==> config.mk <==
export PLATFORM = sky130hd
export DESIGN_NAME = fht_but_sched
export DESIGN_NICKNAME = d
export VERILOG_FILES = /design/src/rtl/fht_but_sched.sv
export SDC_FILE = /design/constraint.sdc
export NUM_CORES = 1
export LEC_CHECK = 0
export BUFFER_PORTS_ARGS = -buffer_cell sky130_fd_sc_hd__buf_2
export CAP_MARGIN = 25
export CORE_MARGIN = 2
export CORE_UTILIZATION = 35
export DETAILED_ROUTE_END_ITERATION = 8
export GPL_TIMING_DRIVEN = 0
export SETUP_SLACK_MARGIN = 0.5
export SKIP_LAST_GASP = 1
export SYNTH_ARGS = -nofsm -noshare
export SYNTH_HDL_FRONTEND = slang
export SYNTH_SLANG_ARGS = --single-unit
==> constraint.sdc <==
create_clock -name iCLK -period 14 [get_ports iCLK]
set_input_delay 1.4 -clock iCLK [delete_from_list [all_inputs] [get_ports iCLK]]
set_output_delay 1.4 -clock iCLK [all_outputs]
set_load 0.02 [all_outputs]
==> src/rtl/fht_but_sched.sv <==
// Purpose : sequences one fht_but butterfly through every radix-2 stage of an N = 2^LOG_N point FHT.
// Latency : read strobes/addresses registered in the issue cycle t; x0 read at t+1; y0/y1 write at t+LAT.
// Backpressure: none; runs free once started, delay lines shift every cycle and never stall.
//
// Ports:
//   iCLK, iRESET (async, active low), iSTART (sampled in IDLE only)
//   oBUSY / oDONE      : RUN+DRAIN indicator / one-cycle completion pulse
//   oSTAGE / oBANK     : current stage s and read bank s[0] (write bank is ~s[0])
//   oRD_EN_12, oRD_ADDR_1, oRD_ADDR_2, oCOEF_ADDR : x1/x2 reads and twiddle index at issue
//   oRD_EN_0, oRD_ADDR_0                          : x0 read, one cycle after issue
//   oWR_EN, oWR_ADDR_0, oWR_ADDR_1                : y0/y1 write-back, LAT cycles after issue
module fht_but_sched #(
  parameter int LOG_N = 8,
  parameter int LAT   = 3
) (
  input  logic                       iCLK,
  input  logic                       iRESET,
  input  logic                       iSTART,
  output logic                       oBUSY,
  output logic                       oDONE,
  output logic [$clog2(LOG_N)-1:0]   oSTAGE,
  output logic                       oBANK,
  output logic                       oRD_EN_12,
  output logic [LOG_N-1:0]           oRD_ADDR_1,
  output logic [LOG_N-1:0]           oRD_ADDR_2,
  output logic [LOG_N-2:0]           oCOEF_ADDR,
  output logic                       oRD_EN_0,
  output logic [LOG_N-1:0]           oRD_ADDR_0,
  output logic                       oWR_EN,
  output logic [LOG_N-1:0]           oWR_ADDR_0,
  output logic [LOG_N-1:0]           oWR_ADDR_1
);

  localparam int SW = $clog2(LOG_N);
  localparam int BW = LOG_N - 1;
  localparam int DW = $clog2(LAT + 1);
  localparam logic [BW-1:0]    BMAX = '1;
  localparam logic [LOG_N-1:0] ONE  = LOG_N'(1);

  typedef enum logic [1:0] {
    IDLE  = 2'd0,
    RUN   = 2'd1,
    DRAIN = 2'd2,
    DONE  = 2'd3
  } state_t;

  // One slot of the write-back delay line.
  typedef struct packed {
    logic             en;
    logic [LOG_N-1:0] a0;
    logic [LOG_N-1:0] a1;
  } dl_t;

  state_t         state, state_nxt;
  logic [SW-1:0]  s, s_nxt;
  logic [BW-1:0]  b, b_nxt;
  logic [DW-1:0]  d, d_nxt;

  // Issue-stage values computed from the next (s, b) so they are registered
  // on the same edge that enters RUN for that butterfly.
  logic             issue_nxt;
  logic [LOG_N-1:0] bw, h, kmask, k, base;
  logic [LOG_N-1:0] a0_nxt, a1_nxt, a2_nxt;
  logic [BW-1:0]    coef_nxt;
  logic [31:0]      sh;

  logic             rd12_q;
  logic [LOG_N-1:0] a0_q, a1_q, a2_q;
  logic [BW-1:0]    coef_q;
  dl_t              pipe [LAT];

  // State register
  always_ff @(posedge iCLK or negedge iRESET) begin
    if (!iRESET) begin
      state <= IDLE;
      s     <= '0;
      b     <= '0;
      d     <= '0;
    end else begin
      state <= state_nxt;
      s     <= s_nxt;
      b     <= b_nxt;
      d     <= d_nxt;
    end
  end

  // Next-state logic
  always_comb begin
    state_nxt = state;
    s_nxt     = s;
    b_nxt     = b;
    d_nxt     = d;
    case (state)
      IDLE: begin
        if (iSTART) begin
          state_nxt = RUN;
          s_nxt     = '0;
          b_nxt     = '0;
        end
      end
      RUN: begin
        if (b == BMAX) begin
          state_nxt = DRAIN;
          d_nxt     = '0;
        end else begin
          b_nxt = b + BW'(1);
        end
      end
      DRAIN: begin
        if (d == DW'(LAT - 1)) begin
          if (s == SW'(LOG_N - 1)) begin
            state_nxt = DONE;
          end else begin
            state_nxt = RUN;
            s_nxt     = s + SW'(1);
            b_nxt     = '0;
          end
        end else begin
          d_nxt = d + DW'(1);
        end
      end
      default: state_nxt = IDLE;
    endcase
  end

  // Output logic: butterfly addressing for the next issue slot.
  // Group base g*2h is b with its low s bits cleared, shifted up by one.
  always_comb begin
    issue_nxt = (state_nxt == RUN);
    bw        = {1'b0, b_nxt};
    h         = ONE << s_nxt;
    kmask     = h - ONE;
    k         = bw & kmask;
    base      = (bw & ~kmask) << 1;
    sh        = 32'(LOG_N - 1) - 32'(s_nxt);
    a0_nxt    = '0;
    a1_nxt    = '0;
    a2_nxt    = '0;
    coef_nxt  = '0;
    if (issue_nxt) begin
      a0_nxt   = base | k;
      a1_nxt   = base + h + k;
      // Mirror partner (h-k) mod h, so k=0 pairs with itself (addr2 = addr1).
      a2_nxt   = base + h + ((h - k) & kmask);
      // k < 2^s, so the shifted index always fits in LOG_N-1 bits.
      coef_nxt = k[BW-1:0] << sh;
    end
  end

  // Issue registers and the fixed-length delay line behind them.
  always_ff @(posedge iCLK or negedge iRESET) begin
    if (!iRESET) begin
      rd12_q <= 1'b0;
      a0_q   <= '0;
      a1_q   <= '0;
      a2_q   <= '0;
      coef_q <= '0;
      for (int i = 0; i < LAT; i++) pipe[i] <= '0;
    end else begin
      rd12_q  <= issue_nxt;
      a0_q    <= a0_nxt;
      a1_q    <= a1_nxt;
      a2_q    <= a2_nxt;
      coef_q  <= coef_nxt;
      pipe[0] <= '{en: rd12_q, a0: a0_q, a1: a1_q};
      for (int i = 1; i < LAT; i++) pipe[i] <= pipe[i-1];
    end
  end

  assign oBUSY      = (state == RUN) || (state == DRAIN);
  assign oDONE      = (state == DONE);
  assign oSTAGE     = s;
  assign oBANK      = s[0];
  assign oRD_EN_12  = rd12_q;
  assign oRD_ADDR_1 = a1_q;
  assign oRD_ADDR_2 = a2_q;
  assign oCOEF_ADDR = coef_q;
  assign oRD_EN_0   = pipe[0].en;
  assign oRD_ADDR_0 = pipe[0].a0;
  assign oWR_EN     = pipe[LAT-1].en;
  assign oWR_ADDR_0 = pipe[LAT-1].a0;
  assign oWR_ADDR_1 = pipe[LAT-1].a1;

endmodule

==> impl_metrics.json, run 1 <==
{
  "via_per_inst": 4.93,
  "finalSetupViolations": 0,
  "synth_seq_cells": 96,
  "placedCellCount": 689,
  "dr.pass1.iters": 5,
  "gp_congestion": 0.892,
  "drt-initial-drc-count": 272,
  "grt_antenna_before_repair": 0,
  "grt_start_max_net_pins": 65,
  "antennaDiodeCount": 0,
  "regToRegEndpoint": "oRD_ADDR_2[7]$_DFF_PN0_",
  "yosys.area.top_type_share": 0.499,
  "clk_path_buf_depth": 2,
  "coreArea_mm2": 0.0133,
  "vias": 3468,
  "synthTopCellsByArea": "dfrtp_1 (50%), ha_1 (7.5%), buf_4 (4.1%), a21oi_1 (3.4%), nand2_1 (2.4%)",
  "synth_area_mm2": 0.00482,
  "yosysWarnings": 0,
  "rsz0062_at_grt": "no",
  "setup_slack_ns": 7.41,
  "ff2ff_path_depth": 26,
  "synth_cells": 454,
  "r2r_start": "state[0]$_DFF_PN0_",
  "ios": 59,
  "syn_area_per_cell_um2": 10.6,
  "power_mw": 0.809,
  "routedWlPerCell_um": 15.4,
  "drc": 0,
  "worstHoldStart": "pipe[23]$_DFF_PN0_",
  "clk_pin_slew_worst_paths_ns": 0.06,
  "drv_slew": 0,
  "finish.utilization": 0.422,
  "status": "finished, final reports clean",
  "ctsResizeCount": 0,
  "cts.hold.buffers_added": 0,
  "final-hold-violation-count": 0,
  "synth_seq_area_share": 0.499,
  "die_h_um": 121,
  "grt-ovfl-total": 0,
  "grt_pass1_vias": 3459,
  "min_path_type": "reg2reg",
  "ff2ff_setup_slack_ns": 7.62,
  "num-nets-final": 560,
  "placed_cell_area_mm2": 0.00536,
  "layout-area-overhead-vs-synth_pct": 16.9,
  "antenna_left": 0,
  "cp_max_fo": 10,
  "totalWireLength_um": 10800,
  "drive_gt1_frac": 0.250,
  "maxCapViolCount": 0,
  "setup_tns_ns": 0,
  "cts_tree": "built",
  "io_buffers": 58,
  "p_leak_nw": 2.96,
  "ctsRootBufferMaster": "clkbuf_16",
  "tightestPinTransition_ns": 0.716,
  "fin_cells": 704,
  "synth_edf_count": 0,
  "dp_hpwl_um": 8090,
  "holdPathEnd": "oWR_ADDR_1[6]$_DFF_PN0_",
  "fin_area_mm2": 0.00563,
  "grt_pass1_wl_um": 18100,
  "path_class": "in2reg",
  "worstPathArrival_ns": 6.79,
  "clock_latency_ns": 0.34,
  "vdd_drop_max_mv": 0.0729,
  "cts_htree_levels": 3,
  "holdWs_ns": 0.347,
  "grt_util_all_layers": 0.160,
  "fin_crit_ns": 6.59,
  "ys_async_sr_fraction": 1.00,
  "crit_required_ns": 14.20,
  "maxSlewHeadroom": 0.522,
  "p_per_area_mw_per_mm2": 144,
  "end_kind": "flip-flop",
  "fin_skew_ns": 0.00660,
  "fillers": 1304,
  "start_util": 0.361,
  "yosysTopAreaCell": "dfrtp_1",
  "whs_path_depth": 0,
  "ys.flop_type": "dfrtp_1",
  "die_area_mm2": 0.0147,
  "cts_sinks": 96,
  "fp-row-count": 42,
  "cts_buffers": 9,
  "synth.net_count": 490,
  "die_w_um": 121,
  "fin_crit_sh": 0.471,
  "place_ws_ns": 7.16,
  "timing.fmax_mhz": 152,
  "post-cts-setup-buffers": 0,
  "critPathLaunchType": "input port",
  "ys_types": 72
}
-- cells by family (layout without fill, tap and decap cells) --
| group | Yosys count | after routing | share of synthesized area |
|---|---|---|---|
| other cells | 2 | 2 | 0.00156 |
| compound gates | 107 | 107 | 0.155 |
| fa+ha+maj | 33 | 33 | 0.0919 |
| buf+inv | 75 | 149 | 0.0805 |
| simple gates | 120 | 120 | 0.132 |
| flops | 96 | 96 | 0.499 |
| xor+xnor | 18 | 18 | 0.0327 |
| mux | 3 | 3 | 0.00753 |
-- Yosys cell counts (all sizes together) (11+ instances only) --
master / count
o21ai: 15
nand2: 31
a21oi: 33
nor3: 13
inv: 33
nor2: 26
ha: 29
nand3: 11
xnor2: 12
dfrtp: 96
buf: 33
-- critical path: stages --
cell	delay [ns]
buf_2	0.13
nand3b_1	0.17
a32oi_2	0.34
clkbuf_1	0.45
and3_1	0.32
nand2_1	0.15
ha_1	0.34
clkbuf_1	0.28
inv_1	0.23
nand2_1	0.07
o21ai_0	0.18
a32oi_1	0.14
or2_2	0.36
ha_1	0.33
inv_1	0.11
a21oi_1	0.07
a211o_1	0.29
o221ai_2	0.15
mux2_4	0.32
ha_1	0.32
nand2_1	0.06
o21ai_0	0.27
nand3_1	0.10
nor3b_2	0.18
-- per-layer routing --
metal / share of wire / wire length (um) / vias up / GRT usage
met5: 0 / 0 / - / 0
met4: 0.014 / 153 / 0 / 0.0445
met3: 0.055 / 599 / 16 / 0.0465
met2: 0.45 / 4910 / 102 / 0.245
met1: 0.48 / 5180 / 1654 / 0.222
li1: - / - / 1696 / -
-- registers in the layout, summed over array words and instances, names as in the netlist --
name,cells
oRD_EN_0,1
oRD_ADDR_2,8
d,2
oRD_EN_12,1
oWR_EN,1
state,2
oWR_ADDR_1,8
oSTAGE,3
oCOEF_ADDR,7
oRD_ADDR_0,8
pipe,25
oWR_ADDR_0,8
a0_q,8
b,7
oRD_ADDR_1,7
-- worst max path at each step --
stage                 from                       to  slack [ns]  cells after the start
global route        iSTART  oRD_ADDR_2[7]$_DFF_PN0_        7.03                     24
detailed placement  iSTART  oRD_ADDR_2[7]$_DFF_PN0_        7.16                     24
floorplan           iSTART  oRD_ADDR_2[7]$_DFF_PN0_        8.30                     23
finish              iSTART  oRD_ADDR_2[7]$_DFF_PN0_        7.41                     24
CTS                 iSTART  oRD_ADDR_2[7]$_DFF_PN0_        7.48                     24
global placement    iSTART  oRD_ADDR_2[7]$_DFF_PN0_        7.20                     24
-- area by class of cell --
cell class	count	area [um^2]	share of cell area
Multi-Input combinational cell	283	2030	0.360
Sequential cell	96	2400	0.427
Tap cell	176	220	0.0391
Buffer	41	260	0.0462
Clock buffer	11	243	0.0431
Timing Repair Buffer	59	320	0.0569
Inverter	34	128	0.0227
Clock inverter	4	30.0	0.00533
-- power by group --
part	total, mW	internal [mW]	switching [mW]	leakage (nW)
registers	0.343	0.322	0.0210	1.31
logic	0.239	0.0857	0.153	1.52
clock network	0.227	0.125	0.102	0.132
-- cell usage in the layout (no fill, tap or decap), drive strengths merged, types with 7 or more instances in the layout --
master	instances
nor2	26
a21oi	33
o21ai	15
a21o	8
buf	92
ha	29
clkbuf	19
nand2	31
dfrtp	96
nor3	13
xnor2	12
nand3	11
and2	7
inv	34
(Power assumes the default switching activity.)
==> inputs of run 2 (changes only) <==
==> constraint.sdc (replaced) <==
create_clock -name iCLK -period 6.7 [get_ports iCLK]
set_input_delay 0.67 -clock iCLK [delete_from_list [all_inputs] [get_ports iCLK]]
set_output_delay 0.67 -clock iCLK [all_outputs]
set_load 0.02 [all_outputs]
==> impl_metrics.json, run 2 (same netlist as run 1, synthesis figures left out) <==
{
  "totalWireLength_um": 10900,
  "grt_start_max_net_pins": 65,
  "min_path_type": "in2async",
  "clk_path_buf_depth": 2,
  "post-cts-setup-buffers": 0,
  "cts_buffers": 9,
  "tightestPinTransition_ns": 0.698,
  "dr.pass1.iters": 4,
  "cts_htree_levels": 3,
  "grt_pass1_vias": 3467,
  "fin_crit_ns": 5.77,
  "cts.hold.buffers_added": 0,
  "die_h_um": 121,
  "via_per_inst": 4.88,
  "vdd_drop_max_mv": 0.153,
  "routedWlPerCell_um": 15.5,
  "status": "finished, final reports clean",
  "fin_skew_ns": 0.00678,
  "die_area_mm2": 0.0147,
  "drc": 0,
  "dp_hpwl_um": 8090,
  "p_leak_nw": 2.96,
  "crit_buf_inv": 8,
  "setup_tns_ns": 0,
  "rsz0062_at_grt": "no",
  "slowest_delay_ns": 0.41,
  "clock_latency_ns": 0.34,
  "drt-initial-drc-count": 267,
  "wl_met1_um": 5160,
  "layout-area-overhead-vs-synth_pct": 17.4,
  "drv_slew": 0,
  "fp-row-count": 42,
  "finish.utilization": 0.424,
  "path_class": "reg2reg",
  "antenna_left": 0,
  "drive_gt1_frac": 0.259,
  "io_buffers": 58,
  "timing.fmax_mhz": 173,
  "crit_path_top_delay_cell": "dfrtp_1",
  "grt_pass1_wl_um": 18100,
  "mostFrequentLayoutCells": "dfrtp_1 (96), buf_2 (62), a21oi_1 (33)",
  "critPathLaunchType": "flip-flop",
  "grt_util_all_layers": 0.160,
  "largest_reg_flops": 25,
  "wl_met3_um": 617,
  "coreArea_mm2": 0.0133,
  "antennaDiodeCount": 0,
  "ctsRootBufferMaster": "clkbuf_16",
  "final-hold-violation-count": 0,
  "ctsResizeCount": 2,
  "crit_required_ns": 6.89,
  "grt-ovfl-total": 0,
  "critPathTopFamily": "compound AO/OA/AOI/OAI gates",
  "vias": 3436,
  "finalSetupViolations": 0,
  "grt_antenna_before_repair": 0,
  "fin_cells": 704,
  "regMostFlops": "pipe",
  "end_kind": "flip-flop",
  "dr.max_layer_used": "met4",
  "placedCellCount": 689,
  "cts_sinks": 96,
  "clk_pin_slew_worst_paths_ns": 0.07,
  "gp_congestion": 0.892,
  "start_util": 0.361,
  "maxSlewHeadroom": 0.535,
  "num-nets-final": 560,
  "ios": 59,
  "maxCapViolCount": 0,
  "cts_tree": "built",
  "fin_crit_sh": 0.861,
  "layout_commonest_cell": "dfrtp_1",
  "route.met2.wl_um": 4960,
  "p_per_area_mw_per_mm2": 299,
  "die_w_um": 121,
  "cp_max_fo": 10,
  "worstPathArrival_ns": 5.96
}
-- run 2: cell count changes in the layout (fill, tap and decap cells not counted), sizes merged --
cell	previous run	this run
buf	92	90
clkbuf	19	21
-- run 2: layout make-up --
| cell class | instances | area (um^2) |
|---|---|---|
| Buffer | 41 | 273 |
| Tap cell | 176 | 220 |
| Clock buffer | 11 | 243 |
| Fill cell | 1305 | 7690 |
| Multi-Input combinational cell | 283 | 2040 |
| Timing Repair Buffer | 59 | 320 |
| Sequential cell | 96 | 2400 |
| Inverter | 34 | 128 |
| Clock inverter | 4 | 30.0 |
-- run 2: final timing paths --
kind / endpoint / cells after the start / startpoint / slack, ns
setup / recovery: oRD_ADDR_2[7]$_DFF_PN0_ / 28 / d[0]$_DFFE_PN0P_ / 0.93
hold / removal: oWR_ADDR_0[7]$_DFF_PN0_ / 1 / iRESET / 0.28
setup reg to reg: oRD_ADDR_2[7]$_DFF_PN0_ / 28 / d[0]$_DFFE_PN0P_ / 0.93
min in group iCLK: oWR_ADDR_1[6]$_DFF_PN0_ / 0 / pipe[23]$_DFF_PN0_ / 0.35
hold reg to reg: oWR_ADDR_1[6]$_DFF_PN0_ / 0 / pipe[23]$_DFF_PN0_ / 0.35
max in group asynchronous: oRD_ADDR_1[7]$_DFF_PN0_ / 2 / iRESET / 5.78
-- run 2: routing by layer --
layer | vias to the layer above | track usage
li1 | 1694 | -
met1 | 1641 | 0.221
met2 | 91 | 0.246
met3 | 10 | 0.0465
met4 | 0 | 0.0445
met5 | - | 0
-- run 2: through the flow --
step           total power, mW  setup WS (ns)  hold WS [ns]  cell area, um^2
2_1_floorplan             1.07           1.50         0.331             4820
4_1_cts                   1.72          0.536         0.283             5630
6_report                  1.69          0.934         0.276             5660
5_1_grt                   1.81          0.520         0.296             5660
3_3_place_gp              1.21          0.487         0.332             5330
3_5_place_dp              1.23          0.442         0.335             5360
-- run 2: power breakdown --
part           leakage (nW)  total (mW)  switching, mW  internal (mW)
clock network         0.132       0.474          0.213          0.261
logic                  1.52       0.499          0.319          0.179
registers              1.31       0.717         0.0442          0.673
